<file path="src/rtl/booth_pkg.sv">
// booth_pkg -- shared FSM encodings and Booth digit fields for the radix-4 multiplier. Rev 1.0
`default_nettype none

package booth_pkg;

  localparam logic [1:0] ST_IDLE = 2'd0;
  localparam logic [1:0] ST_RUN  = 2'd1;
  localparam logic [1:0] ST_DONE = 2'd2;

  typedef struct packed {
    logic zero;
    logic two;
    logic neg;
  } booth_digit_t;

endpackage

`default_nettype wire

</file>
<file path="src/rtl/booth_r4_recode.sv">
// booth_r4_recode -- maps a 3-bit Booth window {q1,q0,q_1} to {zero, two, neg}. Rev 1.0
`default_nettype none

module booth_r4_recode
  import booth_pkg::*;
(
  input  logic [2:0] window,
  output logic [2:0] digit
);

  booth_digit_t d;

  always_comb begin
    d = '{zero: 1'b1, two: 1'b0, neg: 1'b0};
    case (window)
      3'b001, 3'b010: d = '{zero: 1'b0, two: 1'b0, neg: 1'b0};
      3'b011:         d = '{zero: 1'b0, two: 1'b1, neg: 1'b0};
      3'b100:         d = '{zero: 1'b0, two: 1'b1, neg: 1'b1};
      3'b101, 3'b110: d = '{zero: 1'b0, two: 1'b0, neg: 1'b1};
      default:        d = '{zero: 1'b1, two: 1'b0, neg: 1'b0};
    endcase
  end

  assign digit = d;

endmodule

`default_nettype wire

</file>
<file path="src/rtl/booth_r4_mult_seq.sv">
// booth_r4_mult_seq -- sequential radix-4 Booth multiplier, one digit per clock, go/busy/done. Rev 1.0
`default_nettype none

module booth_r4_mult_seq
  import booth_pkg::*;
#(
  parameter int WIDTH = 8
) (
  input  logic                 clk,
  input  logic                 rst,
  input  logic                 go,
  input  logic                 is_signed,
  input  logic [WIDTH-1:0]     multiplicand,
  input  logic [WIDTH-1:0]     multiplier,
  output logic                 busy,
  output logic                 done,
  output logic [2*WIDTH-1:0]   product,
  output logic [1:0]           state
);

  localparam int ITERS = WIDTH / 2 + 1;
  localparam int XW    = WIDTH + 2;
  localparam int AW    = WIDTH + 3;
  localparam int CW    = $clog2(ITERS);

  logic [XW-1:0]       mreg;
  logic [XW-1:0]       qreg;
  logic                q1;
  logic [AW-1:0]       acc;
  logic [CW-1:0]       cnt;

  logic [2:0]          digit_bits;
  booth_digit_t        dig;
  logic [AW-1:0]       mx;
  logic [AW-1:0]       addend;
  logic [AW-1:0]       sum;
  logic [AW-1:0]       carry;
  logic [2*WIDTH+5:0]  sh;

  function automatic logic [XW-1:0] extend(input logic [WIDTH-1:0] x, input logic s);
    return {{2{s & x[WIDTH-1]}}, x};
  endfunction

  booth_r4_recode u_recode (
    .window (({qreg[1:0], q1})),
    .digit  (digit_bits)
  );

  assign dig = booth_digit_t'(digit_bits);

  // Negation is ~x plus a carry-in of one, folded into the ripple chain.
  assign mx     = dig.two ? {mreg, 1'b0} : {mreg[XW-1], mreg};
  assign addend = dig.zero ? '0 : (dig.neg ? ~mx : mx);
  assign carry[0] = dig.neg & ~dig.zero;

  genvar i;
  generate
    for (i = 0; i < AW; i++) begin : g_ripple
      assign sum[i] = acc[i] ^ addend[i] ^ carry[i];
      if (i < AW - 1) begin : g_carry
        assign carry[i+1] = (acc[i] & addend[i]) | (carry[i] & (acc[i] ^ addend[i]));
      end
    end
  endgenerate

  // {acc,Q,q_1} arithmetic shift right by two, using the freshly added acc.
  assign sh = {{2{sum[AW-1]}}, sum, qreg[XW-1:1]};

  always_ff @(posedge clk) begin
    if (rst) begin
      state   <= ST_IDLE;
      mreg    <= '0;
      qreg    <= '0;
      q1      <= 1'b0;
      acc     <= '0;
      cnt     <= '0;
      product <= '0;
    end else begin
      case (state)
        ST_IDLE: begin
          if (go) begin
            mreg  <= extend(multiplicand, is_signed);
            qreg  <= extend(multiplier, is_signed);
            acc   <= '0;
            q1    <= 1'b0;
            cnt   <= CW'(ITERS - 1);
            state <= ST_RUN;
          end
        end
        ST_RUN: begin
          acc  <= sh[2*WIDTH+5:WIDTH+3];
          qreg <= sh[WIDTH+2:1];
          q1   <= sh[0];
          cnt  <= cnt - CW'(1);
          if (cnt == '0) begin
            product <= sh[2*WIDTH:1];
            state   <= ST_DONE;
          end
        end
        ST_DONE: state <= ST_IDLE;
        default: state <= ST_IDLE;
      endcase
    end
  end

  assign busy = (state == ST_RUN) || (state == ST_DONE);
  assign done = (state == ST_DONE);

endmodule

`default_nettype wire
</file>
<file path="config.mk">
export PLATFORM = sky130hd
export DESIGN_NAME = booth_r4_mult_seq
export DESIGN_NICKNAME = d
export VERILOG_FILES = /design/src/rtl/booth_pkg.sv /design/src/rtl/booth_r4_recode.sv /design/src/rtl/booth_r4_mult_seq.sv
export SDC_FILE = /design/constraint.sdc
export NUM_CORES = 1
export LEC_CHECK = 0
export ABC_AREA = 1
export CORE_MARGIN = 2
export CORE_UTILIZATION = 43
export DETAILED_ROUTE_END_ITERATION = 6
export PLACE_DENSITY = 0.77
export SYNTH_ARGS = -nofsm -noshare
export SYNTH_HDL_FRONTEND = slang
export SYNTH_SLANG_ARGS = --single-unit
</file>
<file path="constraint.sdc">
create_clock -name clk -period 6.35 [get_ports clk]
set_input_delay 1.27 -clock clk [delete_from_list [all_inputs] [get_ports clk]]
set_output_delay 1.27 -clock clk [all_outputs]
set_load 0.005 [all_outputs]
</file>
==> run_results.csv <==
group,metric,value,unit
run_status,status,"complete, no violations",
floorplanning,coreArea,0.00589,mm²
global_routing,grt_use_met2,0.333,
clock_tree,tritoncts,"built",
sta,slew_headroom,0.303,
worst_setup_path,r2r_cells,21,
sta,period_share,0.799,
finish,utilization,0.526,
sta,tightest_slew,1040,ps
clock_tree,clkSlewWorstSetupHoldPaths,90,ps
sta,final_hold_viol_count,0,
synthesis,syn-num-nets,407,
finish,layout_common_cells,"nand2_1, dfxtp_1, clkdlybuf4s50_1, inv_1, a21oi_1",
drt,finalWirelength,5660,µm
clock_tree,clkLatencyLatePin,300,ps
synthesis,ys_types,20,
floorplanning,dieArea,0.00667,mm²
global_routing,grt_max_degree,29,
global_routing,grt_pass1_vias,2241,
finish,area_growth,19.3,%
worst_setup_path,worstPathMaxFanout,13,
floorplanning,die_x,81.7,µm
synthesis,ys_ff_latch,50,
synthesis,synth_top_area_frac,0.386,
sta,fin_skew,10.0,ps
worst_hold_path,min_to,"product[6]$_SDFFE_PP0P_",
clock_tree,cts-root-buf,"clkbuf_8",
sta,fmax,0.197,GHz
sta,grt_setup_unrepaired,"no",
drt,drt-vias-per-instance,4.98,
global_routing,overflow,0,
clock_tree,hold_buffers,0,
floorplanning,initial_core_util,0.441,
floorplanning,num_rows,28,
worst_setup_path,setup.worst_path.start_class,"flip-flop",
sta,fin_tns_setup,0,ps
global_routing,met3_usage,0.0396,
worst_hold_path,min_path_cells,2,
power,finalPower,0.805,mW
drt,drc,0,
worst_hold_path,hp-start,"product[6]$_SDFFE_PP0P_",
drt,first_iter_violations,168,
worst_setup_path,cp.arrival,5290,ps
power,leakagePower,1.35,nW
finish,fin_nets,437,
placed_design,gp_congestion,0.899,
synthesis,postSynthAreaPerCell,6.98,µm²
job,maxCapViolCount,0,
worst_setup_path,required,6560,ps
global_routing,use_met1,0.218,
finish,diodes,0,
drt,num_vias,2377,
clock_tree,post_cts_buffers,0,
placed_design,dp_hpwl,4090,µm
clock_tree,clock-sinks,50,
drt,drt-pass1-iter-count,5,
floorplanning,die_y,81.7,µm
finish,final_common_cell,"nand2_1",
worst_setup_path,cp-end-kind,"flip-flop",
global_routing,track_usage,0.185,
power,power_density,260,mW/mm²
worst_setup_path,reg2reg_from,"qreg[1]$_SDFFE_PP0P_",
clock_tree,tritoncts.num_buffers,5,
drt,ant_nets,0,
synthesis,syn_inst,372,
placed_design,dpl-instance-area,0.00299,mm²
finish,layout-drive-gt1-share,0.0348,
power,vdd_drop_max,0.124,mV
clock_tree,clock_path_buffers,2,
drt,wire_per_inst,11.9,µm
synthesis,synth_warnings,0,
sta,layout_min_cycle_time,5080,ps
global_routing,grt_antenna_before_repair,0,
worst_setup_path,criticalPathCategory,"reg -> reg",
clock_tree,h-tree-depth,2,
synthesis,synth_area_leader_cell,"dfxtp_1",
placed_design,portBuffers,39,
sta,setup_viol,0,
global_routing,top_usage_layer,"met2",
synthesis,yosysSeqAreaShare,0.386,
global_routing,grt_first_pass_wirelength,9630,µm
clock_tree,cts_resized,0,
floorplanning,io_pins,40,
synthesis,netlist_area,0.00259,mm²
synthesis,synthTopCellsByArea,"dfxtp_1, nand2_1, fa_1, a21oi_1, nand3_1",
finish,fin_area,0.00310,mm²
worst_setup_path,reg2reg_to,"acc[7]$_SDFFE_PP0P_",
sta,slew_violations,0,
worst_setup_path,r2r_slack,1270,ps
worst_hold_path,holdCritPathClass,"reg -> reg",
-- where the power goes --
| group | switching (mW) | internal, mW | leakage [nW] | total, mW |
|---|---|---|---|---|
| Clock | 0.106 | 0.116 | 0.0542 | 0.222 |
| Combinational | 0.133 | 0.0877 | 0.883 | 0.221 |
| Sequential | 0.0199 | 0.342 | 0.409 | 0.362 |
-- synthesized netlist by cell type (all sizes together) --
cell      n
dfxtp    50
o21ai    27
fa       10
buf      12
nor2     35
a21oi    37
inv      40
nand3    35
ha        5
clkbuf    4
nand2   117
-- registers in the layout, summed over array words and instances, names as in the netlist --
register	flops
q1	1
mreg	9
state	2
product	16
cnt	3
qreg	10
acc	9
-- how the worst max path moves through the flow --
| stage | start | to | slack, ps | cells after the start |
|---|---|---|---|---|
| detailed placement | qreg[1]$_SDFFE_PP0P_ | acc[7]$_SDFFE_PP0P_ | 1310 | 21 |
| CTS | qreg[1]$_SDFFE_PP0P_ | acc[7]$_SDFFE_PP0P_ | 1290 | 21 |
| global route | qreg[1]$_SDFFE_PP0P_ | acc[9]$_SDFFE_PP0P_ | 970 | 22 |
| finish | qreg[1]$_SDFFE_PP0P_ | acc[7]$_SDFFE_PP0P_ | 1270 | 21 |
| global placement | qreg[1]$_SDFFE_PP0P_ | acc[7]$_SDFFE_PP0P_ | 1530 | 21 |
| floorplan | qreg[0]$_SDFFE_PP0P_ | acc[7]$_SDFFE_PP0P_ | 1780 | 20 |
-- cell families after synthesis --
group	synth area share
adder cells (fa/ha/maj)	0.101
AO/OA/AOI/OAI	0.128
flip-flops	0.386
buffers and inverters	0.0930
AND/OR/NAND/NOR	0.292
-- through the flow --
stage,setup slack (ps),hold slack (ps),instances
finish,1270,463,477
global route,970,491,477
CTS,1290,461,477
detailed placement,1310,445,470
global placement,1530,442,470
floorplan,1780,422,372
-- cell type report --
cell class                      count  area [µm²]
Clock buffer                        5        68.8
Multi-Input combinational cell    266        1350
Clock inverter                      2        38.8
Fill cell                         578        2790
Inverter                           40         150
Tap cell                           75        93.8
Timing Repair Buffer               39         390
Sequential cell                    50        1000
-- metal layers --
metal / vias to the layer above / part of all wire
met1: 1100 / 0.44
met4: 0 / 0.011
met2: 47 / 0.51
met3: 5 / 0.037
met5: - / 0
li1: 1225 / -
-- worst max-delay path, stage by stage, from the launching register on --
cell and delay [ps]:
dfxtp_1 370, inv_1 90, nand3_1 330, nand2_1 370, nand2_1 110, nand2_1 80, nand2_1 40, nand2_1 90
fa_1 170, inv_1 50, fa_1 380, fa_1 410, fa_1 390, fa_1 390, fa_1 370, inv_1 80
fa_1 170, inv_1 50, fa_1 370, fa_1 490, nand2_1 50, a21oi_1 150
No activity file was read; power rests on OpenSTA's default activity.
